===== src/rtl/if_fetch_queue_if.sv =====
// Fetch stage bus: instruction memory request/ack plus the decode-side valid/ready queue head.
// The master modport is the fetch unit; the slave modport is the memory/decode environment.
interface if_fetch_queue_if #(
    parameter int DEPTH = 4
);
    localparam int OW = $clog2(DEPTH + 1);

    logic          flush_i;
    logic [31:0]   flush_pc_i;
    logic          imem_req_o;
    logic [31:0]   imem_addr_o;
    logic          imem_ack_i;
    logic [31:0]   imem_data_i;
    logic          inst_valid_o;
    logic [31:0]   inst_o;
    logic [31:0]   inst_pc_o;
    logic          inst_ready_i;
    logic [OW-1:0] occupancy_o;

    modport master (
        input  flush_i, flush_pc_i, imem_ack_i, imem_data_i, inst_ready_i,
        output imem_req_o, imem_addr_o, inst_valid_o, inst_o, inst_pc_o, occupancy_o
    );

    modport slave (
        output flush_i, flush_pc_i, imem_ack_i, imem_data_i, inst_ready_i,
        input  imem_req_o, imem_addr_o, inst_valid_o, inst_o, inst_pc_o, occupancy_o
    );
endinterface


===== src/rtl/if_fetch_queue.sv =====
// MIPS fetch stage: owns the fetch PC, one outstanding imem request, DEPTH-entry {inst, pc} queue.
// Latency 1 cycle (0 with FETCH_QUEUE_BYPASS_EN); requests are only issued while the queue has space.
module if_fetch_queue #(
    parameter int          DEPTH    = 4,
    parameter logic [31:0] RESET_PC = 32'h0000_0000
) (
    input logic              clk_i,
    input logic              rst_i,
    if_fetch_queue_if.master bus
);
    localparam int AW = $clog2(DEPTH);
    localparam int PW = AW + 1;
    localparam int OW = $clog2(DEPTH + 1);

    typedef enum logic [1:0] {
        IDLE = 2'd0,
        REQ  = 2'd1,
        DROP = 2'd2
    } state_t;

    state_t        r_state;
    state_t        w_state_nxt;
    logic [31:0]   r_fetch_pc;
    logic [31:0]   r_drop_addr;
    logic [31:0]   r_mem_inst [DEPTH];
    logic [31:0]   r_mem_pc   [DEPTH];
    logic [PW-1:0] r_wr_ptr;
    logic [PW-1:0] r_rd_ptr;

    logic [PW-1:0] w_occ;
    logic [PW-1:0] w_occ_nxt;
    logic [AW-1:0] w_wr_idx;
    logic [AW-1:0] w_rd_idx;
    logic          w_empty;
    logic          w_space;
    logic          w_ack_req;
    logic          w_bypass;
    logic          w_push;
    logic          w_pop_q;

    assign w_occ     = r_wr_ptr - r_rd_ptr;
    assign w_wr_idx  = r_wr_ptr[AW-1:0];
    assign w_rd_idx  = r_rd_ptr[AW-1:0];
    assign w_empty   = (w_occ == '0);
    assign w_ack_req = (r_state == REQ) && bus.imem_ack_i && !bus.flush_i;

`ifdef FETCH_QUEUE_BYPASS_EN
    assign w_bypass = w_ack_req && w_empty;
`else
    assign w_bypass = 1'b0;
`endif

    assign bus.inst_valid_o = (!w_empty || w_bypass) && !bus.flush_i;
    assign bus.inst_o       = w_bypass ? bus.imem_data_i : r_mem_inst[w_rd_idx];
    assign bus.inst_pc_o    = w_bypass ? r_fetch_pc : r_mem_pc[w_rd_idx];
    assign bus.occupancy_o  = OW'(w_occ);

    // A bypassed word consumed by decode never touches the queue.
    assign w_push  = w_ack_req && !(w_bypass && bus.inst_ready_i);
    assign w_pop_q = bus.inst_valid_o && bus.inst_ready_i && !w_bypass;

    always_comb begin
        w_occ_nxt = w_occ;
        if (bus.flush_i) begin
            w_occ_nxt = '0;
        end else begin
            w_occ_nxt = w_occ + PW'(w_push) - PW'(w_pop_q);
        end
    end

    assign w_space = (w_occ_nxt < PW'(DEPTH));

    always_comb begin
        w_state_nxt = r_state;
        case (r_state)
            IDLE: begin
                if (w_space) w_state_nxt = REQ;
            end
            REQ: begin
                if (bus.flush_i) begin
                    w_state_nxt = bus.imem_ack_i ? REQ : DROP;
                end else if (bus.imem_ack_i && !w_space) begin
                    w_state_nxt = IDLE;
                end
            end
            DROP: begin
                if (bus.imem_ack_i) w_state_nxt = REQ;
            end
            default: w_state_nxt = IDLE;
        endcase
    end

    // DROP keeps presenting the abandoned address until memory acks it.
    assign bus.imem_req_o  = (r_state != IDLE);
    assign bus.imem_addr_o = (r_state == DROP) ? r_drop_addr : r_fetch_pc;

    always_ff @(posedge clk_i or posedge rst_i) begin
        if (rst_i) begin
            r_state     <= IDLE;
            r_fetch_pc  <= RESET_PC;
            r_drop_addr <= RESET_PC;
        end else begin
            r_state <= w_state_nxt;
            if (bus.flush_i) begin
                r_fetch_pc <= bus.flush_pc_i;
                if ((r_state == REQ) && !bus.imem_ack_i) r_drop_addr <= r_fetch_pc;
            end else if (w_ack_req) begin
                r_fetch_pc <= r_fetch_pc + 32'd4;
            end
        end
    end

    always_ff @(posedge clk_i or posedge rst_i) begin
        if (rst_i) begin
            r_wr_ptr <= '0;
            r_rd_ptr <= '0;
            for (int i = 0; i < DEPTH; i++) begin
                r_mem_inst[i] <= '0;
                r_mem_pc[i]   <= '0;
            end
        end else if (bus.flush_i) begin
            r_wr_ptr <= '0;
            r_rd_ptr <= '0;
        end else begin
            if (w_push) begin
                r_mem_inst[w_wr_idx] <= bus.imem_data_i;
                r_mem_pc[w_wr_idx]   <= r_fetch_pc;
                r_wr_ptr             <= r_wr_ptr + PW'(1);
            end
            if (w_pop_q) r_rd_ptr <= r_rd_ptr + PW'(1);
        end
    end
endmodule

===== src/flat_wrapper.sv =====
// flat-port wrapper written by rule: the top's interface ports become plain ports
module if_fetch_queue_flat 
#(
    parameter int          DEPTH    = 4,
    parameter logic [31:0] RESET_PC = 32'h0000_0000
)
  (clk_i, rst_i, bus_flush_i, bus_flush_pc_i, bus_imem_ack_i, bus_imem_data_i, bus_inst_ready_i, bus_imem_req_o, bus_imem_addr_o, bus_inst_valid_o, bus_inst_o, bus_inst_pc_o, bus_occupancy_o);
  if_fetch_queue_if #(.DEPTH(DEPTH)) bus_i ();
  input logic clk_i;
  input logic rst_i;
  input wire logic [$bits(bus_i.flush_i)-1:0] bus_flush_i;
  input wire logic [$bits(bus_i.flush_pc_i)-1:0] bus_flush_pc_i;
  input wire logic [$bits(bus_i.imem_ack_i)-1:0] bus_imem_ack_i;
  input wire logic [$bits(bus_i.imem_data_i)-1:0] bus_imem_data_i;
  input wire logic [$bits(bus_i.inst_ready_i)-1:0] bus_inst_ready_i;
  output wire logic [$bits(bus_i.imem_req_o)-1:0] bus_imem_req_o;
  output wire logic [$bits(bus_i.imem_addr_o)-1:0] bus_imem_addr_o;
  output wire logic [$bits(bus_i.inst_valid_o)-1:0] bus_inst_valid_o;
  output wire logic [$bits(bus_i.inst_o)-1:0] bus_inst_o;
  output wire logic [$bits(bus_i.inst_pc_o)-1:0] bus_inst_pc_o;
  output wire logic [$bits(bus_i.occupancy_o)-1:0] bus_occupancy_o;
  assign bus_i.flush_i = bus_flush_i;
  assign bus_i.flush_pc_i = bus_flush_pc_i;
  assign bus_i.imem_ack_i = bus_imem_ack_i;
  assign bus_i.imem_data_i = bus_imem_data_i;
  assign bus_i.inst_ready_i = bus_inst_ready_i;
  assign bus_imem_req_o = bus_i.imem_req_o;
  assign bus_imem_addr_o = bus_i.imem_addr_o;
  assign bus_inst_valid_o = bus_i.inst_valid_o;
  assign bus_inst_o = bus_i.inst_o;
  assign bus_inst_pc_o = bus_i.inst_pc_o;
  assign bus_occupancy_o = bus_i.occupancy_o;
  if_fetch_queue #(.DEPTH(DEPTH), .RESET_PC(RESET_PC)) u_core (.clk_i(clk_i), .rst_i(rst_i), .bus(bus_i));
endmodule

===== config.mk =====
export PLATFORM = sky130hd
export DESIGN_NAME = if_fetch_queue_flat
export DESIGN_NICKNAME = d
export VERILOG_FILES = /design/src/rtl/if_fetch_queue_if.sv /design/src/rtl/if_fetch_queue.sv /design/src/flat_wrapper.sv
export SDC_FILE = /design/constraint.sdc
export NUM_CORES = 1
export LEC_CHECK = 0
export ABC_AREA = 1
export ABC_CLOCK_PERIOD_IN_PS = 28200
export BUFFER_PORTS_ARGS = -buffer_cell sky130_fd_sc_hd__buf_2
export CAP_MARGIN = 25
export CORE_UTILIZATION = 50
export DETAILED_ROUTE_END_ITERATION = 10
export PLACE_DENSITY = 0.7
export SYNTH_ARGS = -nofsm -noshare
export SYNTH_HDL_FRONTEND = slang
export SYNTH_SLANG_ARGS = --single-unit

===== constraint.sdc =====
create_clock -name clk_i -period 28.2 [get_ports clk_i]
set_input_delay 0 -clock clk_i [delete_from_list [all_inputs] [get_ports clk_i]]
set_output_delay 0 -clock clk_i [all_outputs]
set_load 0.005 [all_outputs]

==> flow_summary_export.csv <==
group,metric,value,unit
placed_design,globalplace.congestion,0.904,
yosys,synth-xor-area-share,0.701,%
final_layout,multi_input_area,5890,um2
placed_design,io_buffers,169,
cts,root_buffer,"clkbuf_16",
critical_path,crit_family,"adder cells",
detailed_routing,drtPass1Iterations,6,
timing,relSlewSlack,37.5,%
placed_design,pre_cts_slack,24830,ps
critical_path,reg2reg_depth,19,
cts,postCtsSetupRepairBufs,0,
detailed_routing,wirelength,38800,um
critical_path,rr_endpoint,"u_core.r_state[0]",
detailed_routing,first_iter_violations,1107,
critical_path,path_max_fanout,62,
timing,setup_tns,0,ps
critical_path,rr_startpoint,"u_core.r_rd_ptr[0]",
run_status,status,"completed",
final_layout,stdcell_count,2374,
critical_path,crit_top_cell,"inv_1",
yosys,synth_edf_count,0,
final_layout,final_area,17900,um2
die,die_area,30700,um2
critical_path,critPathBufInv,5,
final_layout,regArea,8210,um2
detailed_routing,routedWlPerCell,16.4,um
yosys,synth_fa_ha_area_share,0.885,%
final_layout,n_fill_cell,2640,
power,max-vdd-ir-drop,0.0000468,V
timing,whs,53.5,ps
cts,cts_resized,0,
final_layout,drive_above_1_share,13.9,%
yosys,synthTopCellsByArea,"dfrtp_1 55%, o21ai_0 16%, nand2_1 11%",
grt,grt_max_degree,117,
grt,grt_pass1_wl,63900,um
yosys,synth-seq-cells,328,
critical_path,cpMaxStageDelayCell,"dfrtp_4",
cts,cts_tree,"done",
timing,setup_viol,0,
yosys,synth-compound-area-share,20.1,%
critical_path,required,28590,ps
cts,path_clk_slew,60,ps
critical_path,crit_start,"u_core.r_rd_ptr[0]",
detailed_routing,ant_nets,0,
timing,min_period_over_period,12.2,%
critical_path,worstSetupEndpointType,"register",
critical_path,path_cells,"ha_1 -> fa_1 -> nand3_1 -> o21ai_0 -> inv_1 -> nand2_1 -> inv_1 -> ha_1 -> inv_1 -> ha_1 -> inv_1 -> nor2_1 -> nand2_1 -> nand2_1 -> inv_1 -> nand3_1 -> nand3_1 -> o21ai_1 -> o21ai_1",
final_layout,syn_to_final_growth,19.5,%
detailed_routing,drc,0,
flow_run,maxCapViolations,0,
timing,hold_violations,0,
die,start_util,50.7,%
timing,rsz0062_at_grt,"no",
cts,cts_buffers,37,
grt,grt_overflow,0,
yosys,ys.flop_type,"dfrtp_1",
cts,cts.sink_count,328,
timing,worst_slew_pin_slew,937,ps
die,die_w,175,um
power,power_density,99.1,nW/um2
placed_design,placed_cell_area,16000,um2
die,num_io_pins,170,
yosys,synth_top_area_cell,"dfrtp_1",
die,rows,63,
yosys,synth.avg_cell_area,8.36,um2
grt,antenna_found_initial,0,
critical_path,cp-endpoint,"u_core.r_state[0]",
cts,postCtsHoldBufs,68,
yosys,yosys_warnings,0,
cts,htreeDepth,2,
critical_path,cp_slowest_stage_delay,870,ps
yosys,synth_cells,1792,
grt,first_global_vias,12400,
yosys,yosysSeqAreaShare,54.8,%
timing,final_max_slew_viol_count,0,
timing,timing.fmax,0.292,GHz
critical_path,cp-start-kind,"register",
power,p_leak,8.60,nW
critical_path,critical_path_class,"register to register",
yosys,synth_top_family_by_area,"compound AO/OA/AOI/OAI gates",
placed_design,dpl.hpwl,23000,um
die,coreArea,29600,um2
yosys,syn_area,15000,um2
yosys,yosysUniqueCellTypes,37,
critical_path,r2r_slack,24770,ps
grt,gr-usage-all-layers,25.8,%
worst_hold_path,hold_class,"primary input to register",
timing,setup_slack,24770,ps
timing,period_minus_slack,3430,ps
detailed_routing,via_per_inst,5.47,
yosys,synth_fp_nets,1871,
die,fp.dieH,175,um
detailed_routing,via_count,13000,
timing,skew,15.3,ps
yosys,synth-simple-area-share,17.4,%
final_layout,diodes,0,
yosys,synth_mux_area_share,0,%
yosys,synthArstFlopShare,100,%
cts,clockBufferDepth,3,
final_layout,fin_nets,2040,
placed_design,dp_cells,2241,
yosys,synth_top_cell_area_share,54.8,%
critical_path,cp.depth,19,
critical_path,arrival,3820,ps
cts,clk_latency,510,ps
[worst reg2reg max path, delay by kind of cell (launching register included)]
family / cells / cell delay [ps]
adder cells (fa/ha/maj): 4 / 1150
flip-flops: 1 / 870
buffers and inverters: 5 / 320
AND/OR/NAND/NOR: 7 / 660
AO/OA/AOI/OAI: 3 / 300
[synth_stat cells, types with 6 or more instances]
library cell and number:
inv_2 9, nor2_4 6, clkbuf_1 70, nor3_1 8, nand3_1 29, nand2_1 420
buf_2 44, o211ai_1 9, dfrtp_1 328, o22ai_1 68, a21oi_1 7, xor2_1 11
nor2_1 154, ha_1 9, nand4_1 8, o21ai_0 475, buf_1 8, inv_1 92
[cells by family (layout without fill, tap and decap cells)]
family	count (synthesis)	count (layout)
AND/OR/NAND/NOR	641	641
AO/OA/AOI/OAI	574	574
flip-flops	328	328
buffers and inverters	227	419
XOR/XNOR	12	12
adder cells (fa/ha/maj)	10	10
[through the flow]
step           power [mW]  utilization (%)
2_1_floorplan        1.08                -
3_3_place_gp         1.28             53.9
3_5_place_dp         1.30             54.0
4_1_cts              1.78             60.3
5_1_grt              1.91             60.6
6_report             1.77             60.6
[worst min path at each step]
stage | startpoint | end | slack [ps] | cells after the start
after floorplan | bus_flush_pc_i[9] | u_core.r_fetch_pc[9] | 120 | 2
after global placement | rst_i | u_core.r_mem_inst[119] | 190 | 2
after detailed placement | rst_i | u_core.r_mem_inst[119] | 190 | 2
after CTS | bus_flush_i | u_core.r_fetch_pc[0] | 30 | 3
after global routing | bus_flush_i | u_core.r_fetch_pc[3] | 100 | 3
final | bus_flush_i | u_core.r_fetch_pc[0] | 50 | 3
[final cells by class]
class	count	area share, %
Sequential cell	328	45.9
Multi-Input combinational cell	1237	32.9
Timing Repair Buffer	254	9.68
Clock buffer	57	6.04
Tap cell	390	2.72
Inverter	103	2.21
Clock inverter	5	0.573
[sequential cells by signal, summed over array words and instances, names as in the netlist]
register and count:
u_core.r_rd_ptr 3, u_core.r_wr_ptr 3, u_core.r_mem_inst 128, u_core.r_state 2
u_core.r_fetch_pc 32, u_core.r_drop_addr 32, u_core.r_mem_pc 128
[metal layers]
layer  track usage (%)  wire [um]  up-vias
met1              37.2      18200     6249
met2              41.3      18000      408
li1                  -          -     6287
met3              3.70       2140       48
met5                 0          0        -
met4              5.87        590        0
[placed cells by master, fill, tap and decap left out, drive strengths merged, types with 2 or more instances in the layout]
cell type    synthesis  routed
inv                101     100
a31oi                2       2
ha                   9       9
o21ai              480     480
o211ai               9       9
nand4                8       8
dfrtp              328     328
nor2               161     161
clkinv               2       4
a21oi                7       7
clkbuf              71      57
bufinv               0       3
o22ai               68      68
o21bai               3       3
buf                 53     186
nor3                13      13
xor2                11      11
dlygate4sd3          0      68
o221ai               3       3
nand3               32      32
or2                  2       2
nand2              424     424
[power breakdown]
group / leakage, nW / internal, mW / switching, mW
clock network: 0.574 / 0.289 / 0.182
registers: 4.28 / 0.641 / 0.0990
logic: 3.74 / 0.223 / 0.339
total: 8.60 / 1.15 / 0.621
No activity file was read; power rests on OpenSTA's default activity.
